<file path="config.mk">
export PLATFORM = sky130hd
export DESIGN_NAME = msk_aes128_sb_sched
export DESIGN_NICKNAME = d
export VERILOG_FILES = /design/src/rtl/msk_aes128_sb_sched_pkg.sv /design/src/rtl/msk_aes128_sb_sched_valid_pipe.sv /design/src/rtl/msk_aes128_sb_sched.sv
export SDC_FILE = /design/constraint.sdc
export NUM_CORES = 1
export LEC_CHECK = 0
export ABC_CLOCK_PERIOD_IN_PS = 1800
export CORE_AREA = 2 2 39 41
export CTS_BUF_LIST = sky130_fd_sc_hd__clkbuf_8
export DETAILED_ROUTE_END_ITERATION = 16
export DIE_AREA = 0 0 41 43
export GPL_ROUTABILITY_DRIVEN = 0
export MAX_ROUTING_LAYER = met4
export SLEW_MARGIN = 40
export SYNTH_ARGS = -nofsm -noshare
export SYNTH_HDL_FRONTEND = slang
export SYNTH_SLANG_ARGS = --single-unit
</file>
<file path="constraint.sdc">
create_clock -name clk -period 1.8 [get_ports clk]
set_input_delay 0.27 -clock clk [delete_from_list [all_inputs] [get_ports clk]]
set_output_delay 0.27 -clock clk [all_outputs]
set_load 0.02 [all_outputs]
</file>
<file path="src/rtl/msk_aes128_sb_sched_pkg.sv">
// ---------------------------------------------------------------------------
// msk_aes128_sb_sched_pkg
// Shared build parameters for the masked SubBytes layer and its scheduler.
// Both the scheduler and the S-box layer import this package, so pipeline
// latency and randomness staging cannot drift apart.
//   SB_LAT_BP       : S-box pipeline latency, input to output (cycles)
//   SB_RND_MASK_BP  : per-stage randomness use (bus0 @ stage 0, bus1 @ stage 1,
//                     bus2 @ stage 2, no randomness in the last stage)
//   clog2()         : ceil(log2(value)), used for counter widths
// ---------------------------------------------------------------------------
package msk_aes128_sb_sched_pkg;

  localparam int         SB_LAT_BP      = 4;
  localparam logic [3:0] SB_RND_MASK_BP = 4'b0111;

  function automatic int clog2(input int value);
    int r;
    r = 0;
    for (int i = 0; i < 31; i++) begin
      if ((1 << i) < value) r = i + 1;
    end
    return r;
  endfunction

endpackage

</file>
<file path="src/rtl/msk_aes128_sb_sched_valid_pipe.sv">
// ---------------------------------------------------------------------------
// msk_aes128_sb_sched_valid_pipe
// LAT-deep valid shift register shadowing the free-running S-box pipeline.
// Bit k is set when S-box stage k+1 holds a live token this cycle.
// Ports:
//   clk    in   clock
//   nrst   in   synchronous active-high reset (clears all tokens)
//   din    in   token entering stage 0 this cycle
//   vpipe  out  [LAT-1:0] token occupancy, registered
//   count  out  [IW-1:0]  popcount of vpipe
// ---------------------------------------------------------------------------
module msk_aes128_sb_sched_valid_pipe #(
  parameter int LAT = 4,
  parameter int IW  = 3
) (
  input  logic           clk,
  input  logic           nrst,
  input  logic           din,
  output logic [LAT-1:0] vpipe,
  output logic [IW-1:0]  count
);

  always_ff @(posedge clk) begin
    if (nrst) begin
      vpipe <= '0;
    end else begin
      vpipe <= {vpipe[LAT-2:0], din};
    end
  end

  always_comb begin
    count = '0;
    for (int i = 0; i < LAT; i++) begin
      count = count + IW'(vpipe[i]);
    end
  end

endmodule

</file>
<file path="src/rtl/msk_aes128_sb_sched.sv">
// ---------------------------------------------------------------------------
// msk_aes128_sb_sched
// Issue and occupancy controller for the 128-bit masked SubBytes layer
// (16 parallel masked bitsliced S-boxes, free-running pipeline).
// The S-box pipeline cannot stall, so a state is only issued when input,
// fresh randomness and a downstream buffer credit are all available. The
// credit is reserved at issue, which guarantees every in-flight token a slot
// when it emerges LAT cycles later.
//
// Optional build macro: MSKAES_SB_RND_CHECK_EN
//   defined   : err_rnd latches when an in-flight stage needs randomness
//               while rnd_valid is low (cleared only by reset)
//   undefined : err_rnd tied 0, no checking logic
//
// Ports:
//   clk        in   clock
//   nrst       in   synchronous active-high reset
//   in_valid   in   shared state presented at the S-box layer input
//   in_ready   out  issue allowed this cycle (combinational)
//   sb_issue   out  in_valid & in_ready
//   rnd_valid  in   PRNG outputs are fresh this cycle
//   rnd_next   out  PRNG advances at this edge
//   out_valid  out  S-box layer output valid this cycle
//   credit_ret in   downstream buffer freed one entry
//   inflight   out  number of live tokens in the pipeline
//   busy       out  inflight != 0
//   err_rnd    out  sticky randomness-starvation flag
// ---------------------------------------------------------------------------
module msk_aes128_sb_sched
  import msk_aes128_sb_sched_pkg::*;
#(
  parameter int             D        = 2,
  parameter int             LAT      = SB_LAT_BP,
  parameter logic [LAT-1:0] RND_MASK = LAT'(SB_RND_MASK_BP),
  parameter int             CREDITS  = 2,
  localparam int            IW       = clog2(LAT + 1),
  localparam int            CW       = clog2(CREDITS + 1)
) (
  input  logic          clk,
  input  logic          nrst,
  input  logic          in_valid,
  output logic          in_ready,
  output logic          sb_issue,
  input  logic          rnd_valid,
  output logic          rnd_next,
  output logic          out_valid,
  input  logic          credit_ret,
  output logic [IW-1:0] inflight,
  output logic          busy,
  output logic          err_rnd
);

  // Share count only matters to the datapath; it is checked here so a bad
  // configuration fails at elaboration rather than silently.
  if (D < 1) begin : g_bad_d
    $error("D (share count) must be >= 1");
  end
  if (LAT < 2) begin : g_bad_lat
    $error("LAT must be >= 2");
  end
  if (CREDITS < 1) begin : g_bad_credits
    $error("CREDITS must be >= 1");
  end

  logic [LAT-1:0] vpipe;
  logic [LAT-1:0] occ;
  logic [LAT-1:0] need;
  logic [CW-1:0]  credits;
  logic           credits_full;

  msk_aes128_sb_sched_valid_pipe #(
    .LAT (LAT),
    .IW  (IW)
  ) u_vpipe (
    .clk   (clk),
    .nrst  (nrst),
    .din   (sb_issue),
    .vpipe (vpipe),
    .count (inflight)
  );

  assign credits_full = (credits == CW'(CREDITS));

  // Credits are decremented at issue, so the register itself is the number
  // of unreserved buffer slots.
  assign in_ready  = rnd_valid & (credits != '0) & ~nrst;
  assign sb_issue  = in_valid & in_ready;
  assign out_valid = vpipe[LAT-1];
  assign busy      = (inflight != '0);

  // Stage 0 is occupied by the token being issued now; stage k by vpipe[k-1].
  assign occ      = {vpipe[LAT-2:0], sb_issue};
  assign need     = occ & RND_MASK;
  assign rnd_next = |need;

  // Issue and return in the same cycle cancel; a return at full is dropped.
  always_ff @(posedge clk) begin
    if (nrst) begin
      credits <= CW'(CREDITS);
    end else if (sb_issue && !credit_ret) begin
      credits <= credits - CW'(1);
    end else if (!sb_issue && credit_ret && !credits_full) begin
      credits <= credits + CW'(1);
    end
  end

`ifdef MSKAES_SB_RND_CHECK_EN
  // Stage 0 is excluded: without rnd_valid nothing is issued, so only
  // tokens already in flight can be starved.
  logic need_inflight;
  assign need_inflight = |need[LAT-1:1];

  always_ff @(posedge clk) begin
    if (nrst) begin
      err_rnd <= 1'b0;
    end else if (!rnd_valid && need_inflight) begin
      err_rnd <= 1'b1;
    end
  end
`else
  assign err_rnd = 1'b0;
`endif

endmodule

</file>
* After elaboration in Yosys (flattened, before gate mapping) *
Cells that the tools add are included.
W data, S select, Z words.

word-level totals
  flip-flop bits (word level) = 6
  bits of input ports = 5
  output and inout bits = 9
  word-level logic and storage cells = 24

cells by class
  bitwise gates (word level) = 4
  multiplexer cells = 2
  reductions and logical operators = 10
  add/sub/neg operators = 5
  equality and inequality tests = 1

operators by type and width
  cell                   count
  $add A3 B1 Y3          2
  $mux W2                2
  $reduce_bool A2 Y1     2
  $and A1 B1 Y1          3
  $logic_and A1 B1 Y1    3
  $logic_not A1 Y1       3
  $reduce_bool A3 Y1     1
  $reduce_or A3 Y1       1
  $add A1 B1 Y2          1
  $add A2 B1 Y2 const B  1
  $eq A2 B2 Y1 const B   1
  $sub A2 B1 Y2 const B  1
  $not A1 Y1             1

* Depth between registers and ports, before layout *
  depth after elaboration = 9
  depth in mapped cells = 4
  gate-level depth less buffers = 4

* By module *
From an unflattened synthesis, not the netlist that was laid out.

second synthesis, totals
  cell total of the unflattened synthesis = 36
  area total of the unflattened synthesis = 357.8 sq um

modules (own cells, without submodules)
  module                          area an instance (sq um)  sequential area each (sq um)  cells each  instances
  msk_aes128_sb_sched             186.4                     40.0                          20          1
  msk_aes128_sb_sched_valid_pipe  171.4                     80.1                          16          1

* Worst setup path before layout *
OpenSTA, ideal clock, no wires.

  path kind = register to output
  from = register u_vpipe.vpipe[0]
  to = output busy
  path slack = -256 ps
  data required time = 1530 ps
  cell stages (with the launch flop) = 5
  arrival = 1786 ps
  buffers on the path = 0
  cell sequence = dfxtp_1 -> ha_1 -> fa_1 -> ha_1 -> or3_1

between the ends
  cells in the longest elaborated chain, start to end = 4

ends and longest elaborated chain
  what                        RTL line                              source
  from (decl)                 msk_aes128_sb_sched_valid_pipe.sv:19  output logic [LAT-1:0] vpipe,
  from (signal assigned)      msk_aes128_sb_sched_valid_pipe.sv:27  vpipe <= {vpipe[LAT-2:0], din};
  $add A1 B1 Y2               msk_aes128_sb_sched_valid_pipe.sv:34  count = count + IW'(vpipe[i]);
  $add A3 B1 Y3 (2 in a row)  msk_aes128_sb_sched_valid_pipe.sv:34
  via inflight[1]             msk_aes128_sb_sched.sv:48             output logic [IW-1:0] inflight,
  $reduce_bool A3 Y1          msk_aes128_sb_sched.sv:89             assign busy = (inflight != '0);
  to (decl)                   msk_aes128_sb_sched.sv:49             output logic busy,

The timed path passes the listed nets, and every way through them passes these cells.

* Final worst setup path *
  from = register u_vpipe.vpipe[1]
  to = output busy

between the ends
  cells in the longest elaborated chain, start to end = 4

ends and longest elaborated chain
  what                        RTL line
  $add A1 B1 Y2               msk_aes128_sb_sched_valid_pipe.sv:34
  $add A3 B1 Y3 (2 in a row)  msk_aes128_sb_sched_valid_pipe.sv:34
  $reduce_bool A3 Y1          msk_aes128_sb_sched.sv:89

No other way between the ends.

==> impl_metrics.json <==
{
  "slew_violations": 0,
  "syn_avg_cell_area_um2": 10.3,
  "drtIter0Drc": 2,
  "synth_seq_area_share": 0.376,
  "fmaxAchievable_mhz": 479,
  "seqCellArea_um2": 123,
  "clock-root-buffer": "clkbuf_8",
  "wl_per_cell_um": 10.5,
  "diodes": 0,
  "firstDrtPassIters": 2,
  "ctsHoldBuffers": 0,
  "yosysTopAreaCellShare": 0.376,
  "ios": 14,
  "die_w_um": 41,
  "drc_errors": 0,
  "finalClockSkew_ps": 1.56,
  "nets": 63,
  "wirelength_um": 724,
  "clock-sinks": 6,
  "arrival_ps": 1820,
  "critPathMaxFanout": 2,
  "start_util": 0.231,
  "grt_start_max_net_pins": 9,
  "outcome": "finished with violations",
  "cts_tree": "yes",
  "place.port_buffers": 12,
  "setup.worst_path.end_class": "output pin",
  "place_inst": 65,
  "numCtsBuffers": 3,
  "failed_checks": "setup timing",
  "power_density_mw_per_mm2": 797,
  "fin_ws_ps": -287,
  "grt_util_all_layers": 0.0991,
  "rows": 14,
  "ys_seq_elements": 6,
  "syn_nets": 39,
  "htreeDepth": 1,
  "min_path_type": "reg -> reg",
  "critPathLaunchType": "register",
  "synthCells": 31,
  "core_mm2": 0.00138,
  "areaGrowthSynthToFinish_pct": 82.0,
  "p_leak_nw": 0.258,
  "maxCapViolCount": 0,
  "drive_above_1_share": 0.472,
  "setup_violations": 2,
  "antenna_left": 0,
  "avgViaCountPerCell": 4.41,
  "dp_slack_ps": -515,
  "num_vias": 304,
  "clk_pin_slew_ps": 40,
  "multi_input_area_um2": 235,
  "ctsLongestPathBuffers": 2,
  "fin_crit_ps": 2090,
  "fin_crit_sh": 1.16,
  "clkLatencyLatePin_ps": 220,
  "hold_violations": 0,
  "ys_async_sr_fraction": 0,
  "synth_largest_area_cell": "dfxtp_1",
  "ys.flop_type": "dfxtp_1",
  "post_layout_nonfiller_instances": 69,
  "syn_area_um2": 319,
  "path_class": "reg -> out",
  "required_ps": 1530,
  "antenna_found_initial": 0,
  "hpwlAfterDp_um": 542,
  "fillerInstances": 154,
  "synth.distinct_cells": 20,
  "rsz0062_at_grt": "true",
  "ys_warn_count": 0,
  "ir_worst_vdd_v": 0.000341,
  "die_h_um": 43,
  "synth-edff-count": 0,
  "synth_area_leaders": "dfxtp_1 38%, ha_1 7.8%, fa_1 6.3%, nor2b_1 5.9%, nor4bb_2 5.1%",
  "grt_pass1_vias": 285,
  "overflow": 0,
  "grt_pass1_wl_um": 1150,
  "die-area_mm2": 0.00176
}
logic make-up after synthesis:
family	Yosys count	share of synthesized area
AO/OA/AOI/OAI	4	0.0902
buffers and inverters	1	0.0235
multiplexers	1	0.0314
AND/OR/NAND/NOR	15	0.326
flip-flops	6	0.376
adder cells (fa/ha/maj)	3	0.141
other	1	0.0118
routing by layer:
metal	wire, µm	track usage	vias to the layer above
met5	0	-	-
met2	384	0.159	11
met1	287	0.107	139
met3	51	0.0314	0
li1	-	-	154
met4	0	0.0400	0
critical path, stage by stage, from the launching register on:
cell and delay (ps):
dfxtp_2 320, ha_4 230, fa_2 360, ha_4 230, or3_4 320, buf_6 140
cells in the final DEF (no fill, tap or decap), types with 2 or more instances in the layout:
master | netlist | final
buf_4 | 1 | 8
clkdlybuf4s50_1 | 0 | 5
dfxtp_1 | 6 | 4
nor2b_1 | 3 | 3
clkbuf_8 | 0 | 3
nor3b_1 | 2 | 2
ha_4 | 0 | 2
buf_2 | 0 | 2
clkbuf_2 | 0 | 2
buf_6 | 0 | 2
dfxtp_2 | 0 | 2
final timing paths:
check             cells past startpoint  slack [ps]                to             start
setup / recovery                      5        -290              busy  u_vpipe.vpipe[1]
hold / removal                        1         500  u_vpipe.vpipe[3]  u_vpipe.vpipe[2]
setup reg to reg                      4         730        credits[0]        credits[1]
hold reg to reg                       1         500  u_vpipe.vpipe[3]  u_vpipe.vpipe[2]
Yosys cell counts (2+ instances only):
| cell type | n |
|---|---|
| dfxtp_1 | 6 |
| nor2b_1 | 3 |
| ha_1 | 2 |
| nor2_1 | 2 |
| nor3b_1 | 2 |
| or3_1 | 2 |
state kept, by name, summed over array words and instances (netlist names):
signal and count:
u_vpipe.vpipe 4, credits 2
timing repair:
item / CTS / global route
buffers inserted: 0 / 1
resized for setup: 21 / 12
pin swaps: 3 / 2
endpoints found under the setup margin: 7 / 4
area by class of cell:
class	count	share of cell area
Clock buffer	3	0.0711
Tap cell	16	0.0345
Timing Repair Buffer	20	0.278
Multi-Input combinational cell	24	0.405
Sequential cell	6	0.211
report_power, final:
group	internal (W)	switching [W]
combinational	0.0000612	0.0000538
clock	0.000143	0.0000520
sequential	0.000144	0.00000803
total	0.000349	0.000114
metrics by stage:
| step | hold slack (ps) | setup TNS [ps] | area (µm²) | util | power, W |
|---|---|---|---|---|---|
| finish | 496 | -368 | 581 | 0.420 | 0.000463 |
| global route | 519 | -440 | 581 | 0.420 | 0.000486 |
| global placement | 486 | -1800 | 524 | 0.379 | 0.000266 |
| floorplan | 342 | -28.3 | 339 | - | 0.000211 |
| CTS | 491 | -649 | 574 | 0.415 | 0.000465 |
| detailed placement | 494 | -1850 | 524 | 0.379 | 0.000267 |
Power figures use the tool's default switching activity.
